File: config.mk
export PLATFORM = sky130hd
export DESIGN_NAME = operand_fetch
export DESIGN_NICKNAME = d
export VERILOG_FILES = /design/src/rtl/operand_fetch.sv
export SDC_FILE = /design/constraint.sdc
export NUM_CORES = 1
export LEC_CHECK = 0
export ABC_AREA = 1
export CORE_ASPECT_RATIO = 0.8
export CORE_MARGIN = 2
export CORE_UTILIZATION = 50
export CTS_BUF_LIST = sky130_fd_sc_hd__clkbuf_4
export CTS_CLUSTER_SIZE = 12
export DETAILED_ROUTE_END_ITERATION = 8
export PLACE_DENSITY = 0.84
export SYNTH_ARGS = -nofsm -noshare
export SYNTH_HDL_FRONTEND = slang
export SYNTH_SLANG_ARGS = --single-unit
File: constraint.sdc
create_clock -name clk -period 4.2 [get_ports clk]
set_input_delay 0.84 -clock clk [delete_from_list [all_inputs] [get_ports clk]]
set_output_delay 0.84 -clock clk [all_outputs]
set_load 0.01 [all_outputs]
File: src/rtl/operand_fetch.sv
// Operand fetch stage: selects ALU source/destination operands and
// forms the registered memory address driven onto the MAB.
module operand_fetch #(
    parameter int WIDTH = 16
) (
    input  logic             clk,
    input  logic             rst,
    input  logic [WIDTH-1:0] Rsrc,
    input  logic [WIDTH-1:0] Rdst,
    input  logic [WIDTH-1:0] MDB,
    input  logic             srcM,
    input  logic             srcL,
    input  logic             dstM,
    input  logic             dstL,
    input  logic [1:0]       AddrM,
    input  logic             AddrL,
    input  logic             IdxM,
    output logic [WIDTH-1:0] OpSrc,
    output logic [WIDTH-1:0] OpDst,
    output logic [WIDTH-1:0] MAB
);

    logic [WIDTH-1:0] src_q;
    logic [WIDTH-1:0] dst_q;
    logic [WIDTH-1:0] addr_q;
    logic [WIDTH-1:0] addr_d;
    logic [WIDTH-1:0] base;
    logic [WIDTH-1:0] offs;

    always_comb begin
        base = Rsrc;
        unique case (AddrM)
            2'd0: base = Rsrc;
            2'd1: base = Rdst;
            2'd2: base = MDB;
            2'd3: base = addr_q;
        endcase
    end

    // Carry out of the indexed add is dropped: addresses wrap mod 2^WIDTH.
    assign offs   = IdxM ? MDB : '0;
    assign addr_d = base + offs;

    always_ff @(posedge clk) begin
        if (!rst) begin
            src_q  <= '0;
            dst_q  <= '0;
            addr_q <= '0;
        end else begin
            if (srcL)  src_q  <= MDB;
            if (dstL)  dst_q  <= MDB;
            if (AddrL) addr_q <= addr_d;
        end
    end

    // Latched operands come only from the registers, never bypassed from MDB.
    assign OpSrc = srcM ? src_q : Rsrc;
    assign OpDst = dstM ? dst_q : Rdst;
    assign MAB   = addr_q;

endmodule

==> impl_metrics.prom <==
# TYPE chip_impl_metric gauge
chip_impl_info{name="run_status",value="finished clean"} 1
chip_impl_metric{name="synth_enable_flop_cells",unit=""} 0
chip_impl_metric{name="pin_count_of_the_biggest_net_entering_global_routing",unit=""} 36
chip_impl_metric{name="avgViaCountPerCell",unit=""} 5.19
chip_impl_metric{name="finish.utilization",unit="%"} 68.6
chip_impl_metric{name="synth-async-reset-ratio",unit="%"} 0
chip_impl_info{name="tritoncts",value="done"} 1
chip_impl_metric{name="max-vdd-ir-drop",unit="V"} 0.000144
chip_impl_metric{name="gr-usage-all-layers",unit="%"} 28.3
chip_impl_metric{name="cts_resized",unit=""} 0
chip_impl_info{name="rsz0062_at_grt",value="no"} 1
chip_impl_metric{name="period_needed",unit="ns"} 3.59
chip_impl_info{name="timing.hold.worst.class",value="flop to flop"} 1
chip_impl_metric{name="syn-mean-instance-area",unit="µm²"} 6.23
chip_impl_metric{name="placement_rows",unit=""} 27
chip_impl_metric{name="floorplan.initialDensity",unit="%"} 51.3
chip_impl_metric{name="clock_transition_time_at_the_flip_flop_clock_pins_of_the_worst_setup_and_hold_paths",unit="ns"} 0.16
chip_impl_info{name="worstSetupStartpointType",value="input pin"} 1
chip_impl_metric{name="timing.critical_path.fanout_max",unit=""} 17
chip_impl_metric{name="cap_viol_max_count",unit=""} 0
chip_impl_metric{name="num_antenna_cells",unit=""} 0
chip_impl_metric{name="nNetsFinal",unit=""} 730
chip_impl_metric{name="die_height",unit="µm"} 78.9
chip_impl_info{name="synth_top_cells_by_count",value="151 x nand2_1, 94 x inv_1, 81 x nor2_1"} 1
chip_impl_metric{name="routabilityCongestion",unit=""} 0.943
chip_impl_metric{name="synth-warning-count",unit=""} 0
chip_impl_metric{name="finalSetupTns",unit="ns"} 0
chip_impl_metric{name="cts_setup_buffers",unit=""} 0
chip_impl_metric{name="sequential_cell_area_fraction_in_the_yosys_report",unit="%"} 27.4
chip_impl_metric{name="synth_fp_nets",unit=""} 636
chip_impl_metric{name="routed_wirelength",unit="µm"} 10600
chip_impl_metric{name="ratio_of_cells_with_drive_above_1_in_the_final_layout",unit="%"} 6.24
chip_impl_metric{name="worst_ep_required_time",unit="ns"} 3.36
chip_impl_metric{name="first_pass_grt_wire_length",unit="µm"} 17800
chip_impl_metric{name="min_path_cells",unit=""} 2
chip_impl_metric{name="cts_num_sinks",unit=""} 48
chip_impl_metric{name="leakage",unit="µW"} 0.00238
chip_impl_metric{name="iter_0_drt_violations",unit=""} 152
chip_impl_metric{name="post_drt_wl_per_cell",unit="µm"} 14.3
chip_impl_info{name="yosys_most_used_dff",value="dfxtp_1"} 1
chip_impl_metric{name="power_density",unit="nW/µm²"} 276
chip_impl_info{name="synth_top_cells_by_area",value="dfxtp_1 27%, nand2_1 16%, inv_1 10%, mux2_2 9.0%, nor2_1 8.7%"} 1
chip_impl_metric{name="timing.final.setup_violations",unit=""} 0
chip_impl_metric{name="number_of_antenna_violations_at_the_first_check_in_global_routing",unit=""} 0
chip_impl_metric{name="detailed_place_hpwl",unit="µm"} 8460
chip_impl_metric{name="timing.reg2reg.setup_slack",unit="ns"} 2.11
chip_impl_metric{name="synth.lib_cells_used.distinct",unit=""} 22
chip_impl_metric{name="synth_top_area_share",unit="%"} 27.4
chip_impl_metric{name="r2r.worst_path.cells",unit=""} 13
chip_impl_metric{name="io_pins",unit=""} 106
chip_impl_metric{name="core_area",unit="µm²"} 6820
chip_impl_metric{name="cts.path.max_buffers",unit=""} 2
chip_impl_metric{name="drt.antenna.violating_nets",unit=""} 0
chip_impl_info{name="ctsRootBufferMaster",value="clkbuf_4"} 1
chip_impl_metric{name="dr_total_vias",unit=""} 3859
chip_impl_metric{name="fmax",unit="GHz"} 0.279
chip_impl_metric{name="hold_violations",unit=""} 0
chip_impl_metric{name="first_pass_iteration_count_of_the_detailed_router",unit=""} 5
chip_impl_metric{name="tightest_slew",unit="ns"} 0.822
chip_impl_info{name="worst_setup_path_end_kind",value="output port"} 1
chip_impl_metric{name="insertion_delay",unit="ns"} 0.37
chip_impl_metric{name="grt_pass1_vias",unit=""} 3716
chip_impl_metric{name="port_buffers",unit=""} 105
chip_impl_info{name="path_class",value="input pin to output port"} 1
chip_impl_metric{name="finalClockSkew",unit="ns"} 0.00525
chip_impl_metric{name="drc",unit=""} 0
chip_impl_metric{name="post_synth_instance_area",unit="µm²"} 3500
chip_impl_metric{name="synth_cells",unit=""} 562
chip_impl_metric{name="ys_seq_elements",unit=""} 48
chip_impl_metric{name="htreeDepth",unit=""} 2
chip_impl_info{name="post-synth-top-count-cell",value="nand2_1"} 1
chip_impl_info{name="yosysTopAreaCell",value="dfxtp_1"} 1
chip_impl_metric{name="finalMaxSlewViolations",unit=""} 0
chip_impl_metric{name="die_width",unit="µm"} 97.6
chip_impl_metric{name="cts_inserted_buffers",unit=""} 5
chip_impl_metric{name="cts_hold_buf",unit=""} 0
chip_impl_metric{name="worst_slew_margin_rel",unit="%"} 45.0
chip_impl_metric{name="overall_overflow_remaining_after_global_route",unit=""} 0
chip_impl_metric{name="areaGrowthSynthToFinish",unit="%"} 33.7
chip_impl_metric{name="floorplan.die_area",unit="µm²"} 7690
chip_impl_metric{name="arrival",unit="ns"} 2.75
chip_impl_metric{name="period_share",unit="%"} 85.4
[cell type report]
cell class / count / area (µm²)
clock buffers: 5 / 37.5
clock inverters: 3 / 50.0
fillers: 619 / 2140
inverters: 94 / 353
multi-input cells: 399 / 2100
flip-flops and latches: 48 / 961
well taps: 87 / 109
repair buffers: 108 / 1070
[critical path, cell delays in order]
cell and delay [ns]:
clkdlybuf4s50_1 1.00, mux2_2 0.41, clkdlybuf4s50_1 0.48
[state kept, by name (all words and copies together), names as in the netlist]
| name | cells |
|---|---|
| src_q | 16 |
| dst_q | 16 |
| MAB | 16 |
[path summary, 6_finish.rpt]
check	start	to
max	srcM	OpSrc[9]
min	dst_q[10]$_SDFFE_PN0P_	dst_q[10]$_SDFFE_PN0P_
max reg2reg	MAB[0]$_SDFFE_PN0P_	MAB[12]$_SDFFE_PN0P_
min reg2reg	dst_q[10]$_SDFFE_PN0P_	dst_q[10]$_SDFFE_PN0P_
[where the power goes]
part	switching [µW]	leakage [µW]	total, µW	internal (µW)
logic	250	0.00193	477	227
clock network	171	0.0000477	303	132
registers	20.0	0.000399	513	493
total	441	0.00238	1290	852
[stage by stage]
stage	total power, µW	hold slack, ns	setup slack [ns]	area [µm²]	instances
2_1_floorplan	783	0.457	1.48	3500	562
3_3_place_gp	987	0.472	0.657	4590	736
3_5_place_dp	994	0.476	0.616	4590	736
4_1_cts	1300	0.513	0.609	4680	744
5_1_grt	1370	0.557	0.549	4680	744
6_report	1290	0.512	0.612	4680	744
[metal layers]
layer  vias up  track usage (%)  share of wire, %
li1       1957                -                 -
met1      1736             35.8                45
met2       146             50.6                47
met3        20             4.93               6.5
met4         0             6.81               1.5
met5         -                0                 0
[kinds of logic after synthesis]
group / Yosys count / share of synthesized area (%)
compound gates: 81 / 13.3
flops: 48 / 27.4
fa+ha+maj: 16 / 5.93
xor+xnor: 6 / 1.50
buf+inv: 115 / 12.6
simple gates: 268 / 30.2
mux: 28 / 9.00
[layout by cell type, fill, tap and decap left out, types with 2 or more instances in the layout]
master,n
dfxtp_1,48
buf_4,3
a21oi_1,21
o2111ai_1,15
mux2_2,28
clkbuf_4,5
nand3_1,27
nand2_1,151
xor2_1,6
o21ai_0,44
inv_1,94
nand4_1,2
nor3_1,3
nor2_1,81
clkdlybuf4s50_1,105
ha_1,15
Note: power is estimated with default switching activity, not from simulation.
==> RTL edit 1, RTL diff (config.mk and constraints unchanged) <==
`WIDTH`: 16 -> 32.
--- a/src/rtl/operand_fetch.sv
+++ b/src/rtl/operand_fetch.sv
@@ -2,5 +2,5 @@
 // forms the registered memory address driven onto the MAB.
 module operand_fetch #(
-    parameter int WIDTH = 16
+    parameter int WIDTH = 32
 ) (
     input  logic             clk,
Ports: changed (6 resized); port bits go from 106 to 202. The function was not compared with the original's and may differ.
==> RTL edit 1 against the unedited design <==
Power rose by 100%. Clock power increased by 65%. Highest routed layer unchanged. Setup slack gained 0.11 ns. Area after synthesis rose by 120%. Maximum frequency grew 3.3%. Critical path depth grew 1. Final cell count grew 120%. Synthesized cell count up 120%. Cell area increased by 110%. Routed wire length rose to 2.6 times the old value. Sequential cell count grew 48. Combinational power rose by 130%. Utilization is 2.8 points lower.
==> RTL edit 1: results (changes against the unedited design) <==
Placement
The area of placed instances is 9696 µm² (+110%). The post-placement worst setup slack is 0.5042 ns (-0.1120 ns). The number of port buffers is 201 (+91%). The global placement routability congestion came to 1.025 (+8.6%). The estimated wirelength of the detail-placed design is 21.52 mm (+150%).

Pwr
The clock share of power is 19.0% (-4.4 points). The sum of internal, switching and leakage power is 2.624 mW (+100%). The part of the power in registers is 39.2% (-0.5 points). The internal power summed over all cells is 1.594 mW (+87%).

Cells and area
The register cell area after layout is 1922 µm² (+100%). Relative to the synthesized area, the layout overhead comes to 29.84%. The non-clock buffer count in the final layout is 213 (+97%). The antenna diode instance count is 1 (+1). The multi-input combinational cell count came to 881 (+120%). The multi-input logic portion of the cell area was 47.10% (+2.3 points). The filler-free cell count of the finished design is 1613 (+120%). The non-clock buffer area fraction after layout is 21.35% (-1.6 points).

The number of ordinary inverters in the final layout came to 217 (+130%). The number of fill cells in the layout is 1383 (+120%). The fraction of final layout cells with drive strength greater than 1 is 8.011% (+1.8 points).

GRT
The global-route wire length before repair is 43.61 mm (+150%). The pin count of the biggest net entering global routing is 67 (+86%). The number of antenna violations at the first check in global routing is 1 (+1).

The overall global routing resource usage is 34.78% (+6.5 points). The via count of the first global-routing pass is 7947 (+110%).

Logic synthesis
The arithmetic-cell share of the synthesized area counting full adders, half adders and majority gates is 5.392% (-0.54 points). The xor-xnor portion of the synthesized cell area was 1.621% (+0.12 points). The multiplexer share of the synthesized area is 9.080% (+0.077 points). The total standard cell area after synthesis is 7565 µm² (+120%). After synthesis, the most frequently instantiated cells are 367 x sky130_fd_sc_hd__nand2_1, 215 x sky130_fd_sc_hd__inv_1, 168 x sky130_fd_sc_hd__nor2_1. The cell count after synthesis was 1245 (+120%). The register area share after synthesis was 25.41% (-2.0 points). The compound-gate portion of the synthesized area was 13.05% (-0.20 points). The number of distinct library cell variants in the gate-level netlist after synthesis was 29 (+32%). The net count after synthesis was 1383 (+120%). By area the synthesized netlist is led by sky130_fd_sc_hd__dfxtp_1 25%, sky130_fd_sc_hd__nand2_1 18%, sky130_fd_sc_hd__inv_1 11%, sky130_fd_sc_hd__mux2_2 8.8%, sky130_fd_sc_hd__nor2_1 8.3%.

Outcome
The flow ran to the end, and the final reports show no timing, DRC or antenna violations.

Worst setup path
The top fanout value on the critical path is 32 (+15). On the critical path, the stage with the largest delay is an instance of sky130_fd_sc_hd__clkdlybuf4s50_1. The launch instance of the worst register-to-register path is MAB[0]. The worst endpoint data arrival time is 2.63 ns (-0.12 ns).

Tracing the worst setup path back leads to its startpoint at srcM. The peak per-stage delay on the critical path is 0.51 ns (-0.49 ns).

Detailed routing
The via count of the routed design was 8636 (+120%). The routed wire length came to 27.96 mm (+160%).

Hold path
The critical hold path startpoint is src_q[18].

Clocking
The number of clock sinks is 96 (+100%). The H-tree depth reported by CTS was 3 (+1). The clock insertion delay at the later pin of the skew report is 0.51 ns (+0.14 ns).

STA
The actual slew at the worst max-slew pin was 1.202 ns (+0.3799 ns).
RTL edit 1: changes by cell type in the layout (fill, tap and decap cells not counted), moves of 31 or more:
cell	unedited run	this run
sky130_fd_sc_hd__nand2_1	151	367
sky130_fd_sc_hd__dfxtp_1	48	96
sky130_fd_sc_hd__o21ai_0	44	83
sky130_fd_sc_hd__inv_1	94	215
sky130_fd_sc_hd__mux2_2	28	59
sky130_fd_sc_hd__clkdlybuf4s50_1	105	200
sky130_fd_sc_hd__nor2_1	81	167
RTL edit 1: routing by layer:
layer,track usage [%],wire (µm),up-vias
met1,52.16,12530,3892
met3,11.00,3804,37
met4,8.267,524,0
met2,47.93,11100,488
li1,-,-,4219
met5,0,0,-
RTL edit 1: path summary, 6_finish.rpt:
| path | endpoint | slack (ns) | cells past startpoint |
|---|---|---|---|
| min | src_q[18] | 0.52 | 2 |
| max reg2reg | MAB[28] | 1.84 | 14 |
| min reg2reg | src_q[18] | 0.52 | 2 |
| max | OpSrc[20] | 0.73 | 4 |
==> RTL edit 2, RTL diff (same settings) <==
Without the edit above. Add an input register stage for `MDB`, without a reset; this delays it by one clock. The other inputs are not delayed to match.
--- a/src/rtl/operand_fetch.sv
+++ b/src/rtl/operand_fetch.sv
@@ -21,4 +21,10 @@
 );
 
+    logic [WIDTH-1:0] MDB_q;
+
+    always_ff @(posedge clk) begin
+        MDB_q <= MDB;
+    end
+
     logic [WIDTH-1:0] src_q;
     logic [WIDTH-1:0] dst_q;
@@ -33,5 +39,5 @@
             2'd0: base = Rsrc;
             2'd1: base = Rdst;
-            2'd2: base = MDB;
+            2'd2: base = MDB_q;
             2'd3: base = addr_q;
         endcase
@@ -39,5 +45,5 @@
 
     // Carry out of the indexed add is dropped: addresses wrap mod 2^WIDTH.
-    assign offs   = IdxM ? MDB : '0;
+    assign offs   = IdxM ? MDB_q : '0;
     assign addr_d = base + offs;
 
@@ -48,6 +54,6 @@
             addr_q <= '0;
         end else begin
-            if (srcL)  src_q  <= MDB;
-            if (dstL)  dst_q  <= MDB;
+            if (srcL)  src_q  <= MDB_q;
+            if (dstL)  dst_q  <= MDB_q;
             if (AddrL) addr_q <= addr_d;
         end
Function: changed (a bounded check fails within 4 cycles, from zero or initial values and one cycle with rst low).
==> RTL edit 2 against the unedited design <==
Maximum frequency down 0.73%. Setup slack worse by 0.026 ns. Sequential power up 34%. Utilization up 0.13 points. Sequential share of layout area up 4.7 points. Power up 25%. Routed wire length up 9.6%. Clock power up 51%. Largest cell class unchanged. Global-route usage up 1.3 points. Cell area up 8.5%. Sequential cell count up 16. Area after synthesis up 8.6%. Register-to-register slack worse by 0.28 ns.
==> RTL edit 2: results (changes against the unedited design) <==
Detailed routing
The first-pass iteration count of the detailed router was 5 (unchanged). The routed wirelength normalized by instance count is 14.98 µm (+4.8%). The via count of the routed design was 4103 (+6.3%).

The number of DRC markers in iteration 0 is 284 (+87%).

Clocking
The count of cells resized by post-cts repair is 0 (unchanged). The clock-pin slew on the worst setup and hold paths is 0.10 ns (-0.06 ns). The clock insertion delay at the later pin of the skew report was 0.42 ns (+0.05 ns). The number of buffers inserted to repair setup after CTS was 0 (unchanged). The root buffer cell is sky130_fd_sc_hd__clkbuf_4.

The buffer depth of the longest clock path is 2 (unchanged). The H-tree depth reported by CTS came to 3 (+1). The number of buffers added by the clock tree synthesis step is 9 (+4).

GRT
The global-route wire length before repair is 19.05 mm (+7.2%). The met1 layer usage reported by global route is 34.06% (-1.7 points). The pin count of the biggest net entering global routing is 39 (+8.3%). The overall global routing resource usage is 29.57% (+1.3 points). The number of antenna violations at the first check in global routing is 0 (unchanged). The fraction of met2 tracks used by global routing came to 52.11% (+1.6 points). The met3 usage in global routing is 7.915% (+3.0 points).

Worst setup path
The top fanout value on the critical path came to 21 (+4). The worst endpoint data arrival time is 2.77 ns (+0.02 ns).

Cells and area
The antenna diode instance count is 0 (unchanged). The layout net count was 744 (+1.9%). The number of fill cells in the layout is 647 (+4.5%). The fraction of final layout cells with drive strength greater than 1 is 7.727% (+1.5 points).

STA
The setup skew after layout came to 0.01534 ns (+0.01009 ns). The actual slew at the worst max-slew pin is 0.8398 ns (+0.01781 ns).

Logic synthesis
The commonest cells after synthesis are 144 x sky130_fd_sc_hd__nand2_1, 88 x sky130_fd_sc_hd__inv_1, 82 x sky130_fd_sc_hd__nor2_1. The net count after synthesis is 644 (+1.3%). The register area share after synthesis is 33.68% (+6.2 points). By area the synthesized netlist is led by sky130_fd_sc_hd__dfxtp_1 34%, sky130_fd_sc_hd__nand2_1 14%, sky130_fd_sc_hd__inv_1 8.7%, sky130_fd_sc_hd__nor2_1 8.1%, sky130_fd_sc_hd__mux2_2 8.0%. The number of distinct library cell variants in the gate-level netlist after synthesis came to 28 (+27%). The share of synthesized registers carrying an async set or reset came to 0% (unchanged). The total number of yosys warnings is 0 (unchanged). The biggest area contributor in the post-synthesis netlist is sky130_fd_sc_hd__dfxtp_1.

Placement
The global placement routability congestion is 0.9495 (+0.69%). The number of port buffers is 105 (unchanged). The estimated wirelength of the detail-placed design was 8.778 mm (+3.7%).

Outcome
The run finished with clean final reports.

Pwr
The peak supply drop is 0.1636 mV (+14%). The total leakage power is 2.509 nW (+5.6%).

Hold path
The worst hold-check path type is register to register.
-- RTL edit 2: routing by layer --
metal	share of wire [%]	vias to the layer above
met5	0	-
met4	3.3	0
met3	8.9	38
li1	-	2011
met1	41	1847
met2	47	207
-- RTL edit 2: cells by family (layout without fill, tap and decap cells) --
family	Yosys count	in the layout	share of synthesized area (%)
AND/OR/NAND/NOR	256	256	26.51
multiplexers	27	27	7.993
buffers and inverters	113	216	11.38
AO/OA/AOI/OAI	88	88	13.59
XOR/XNOR	6	6	1.382
adder cells (fa/ha/maj)	16	16	5.461
flip-flops	64	64	33.68
-- RTL edit 2: cell type report --
type	instances	area, µm²	share of cell area [%]
clock buffers	9	67.56	1.330
well taps	105	131.4	2.586
inverters	91	341.6	6.722
multi-input cells	393	2090	41.12
repair buffers	111	1096	21.57
clock inverters	5	73.82	1.453
flip-flops and latches	64	1281	25.22
-- RTL edit 2: final timing paths --
check / cells past startpoint / slack, ns / start / end
worst max-delay path: 3 / 0.59 / srcM / OpSrc[7]
worst min-delay path: 2 / 0.50 / src_q[4] / src_q[4]
worst max register to register: 14 / 1.83 / MAB[0] / MAB[10]
worst min register to register: 2 / 0.50 / src_q[4] / src_q[4]
-- RTL edit 2: critical path, stage by stage --
cell                              delay (ns)
sky130_fd_sc_hd__clkdlybuf4s50_1        1.02
sky130_fd_sc_hd__mux2_2                 0.42
sky130_fd_sc_hd__clkdlybuf4s50_1        0.49
-- RTL edit 2: where the power goes --
group	total, mW	internal, mW	switching, mW	leakage, nW
clock network	0.457	0.231	0.226	0.0791
logic	0.478	0.230	0.248	1.90
registers	0.685	0.653	0.0320	0.534
-- RTL edit 2: stage by stage --
step	area (µm²)	cells	hold slack (ns)	setup WS, ns	util [%]
after CTS	5081	778	0.5062	0.5725	68.74
after floorplan	3804	570	0.4571	1.381	-
after global placement	4940	764	0.4698	0.6449	66.82
after detailed placement	4940	764	0.4784	0.5261	66.82
final	5081	778	0.5022	0.5858	68.74
after global routing	5081	778	0.5390	0.4688	68.74
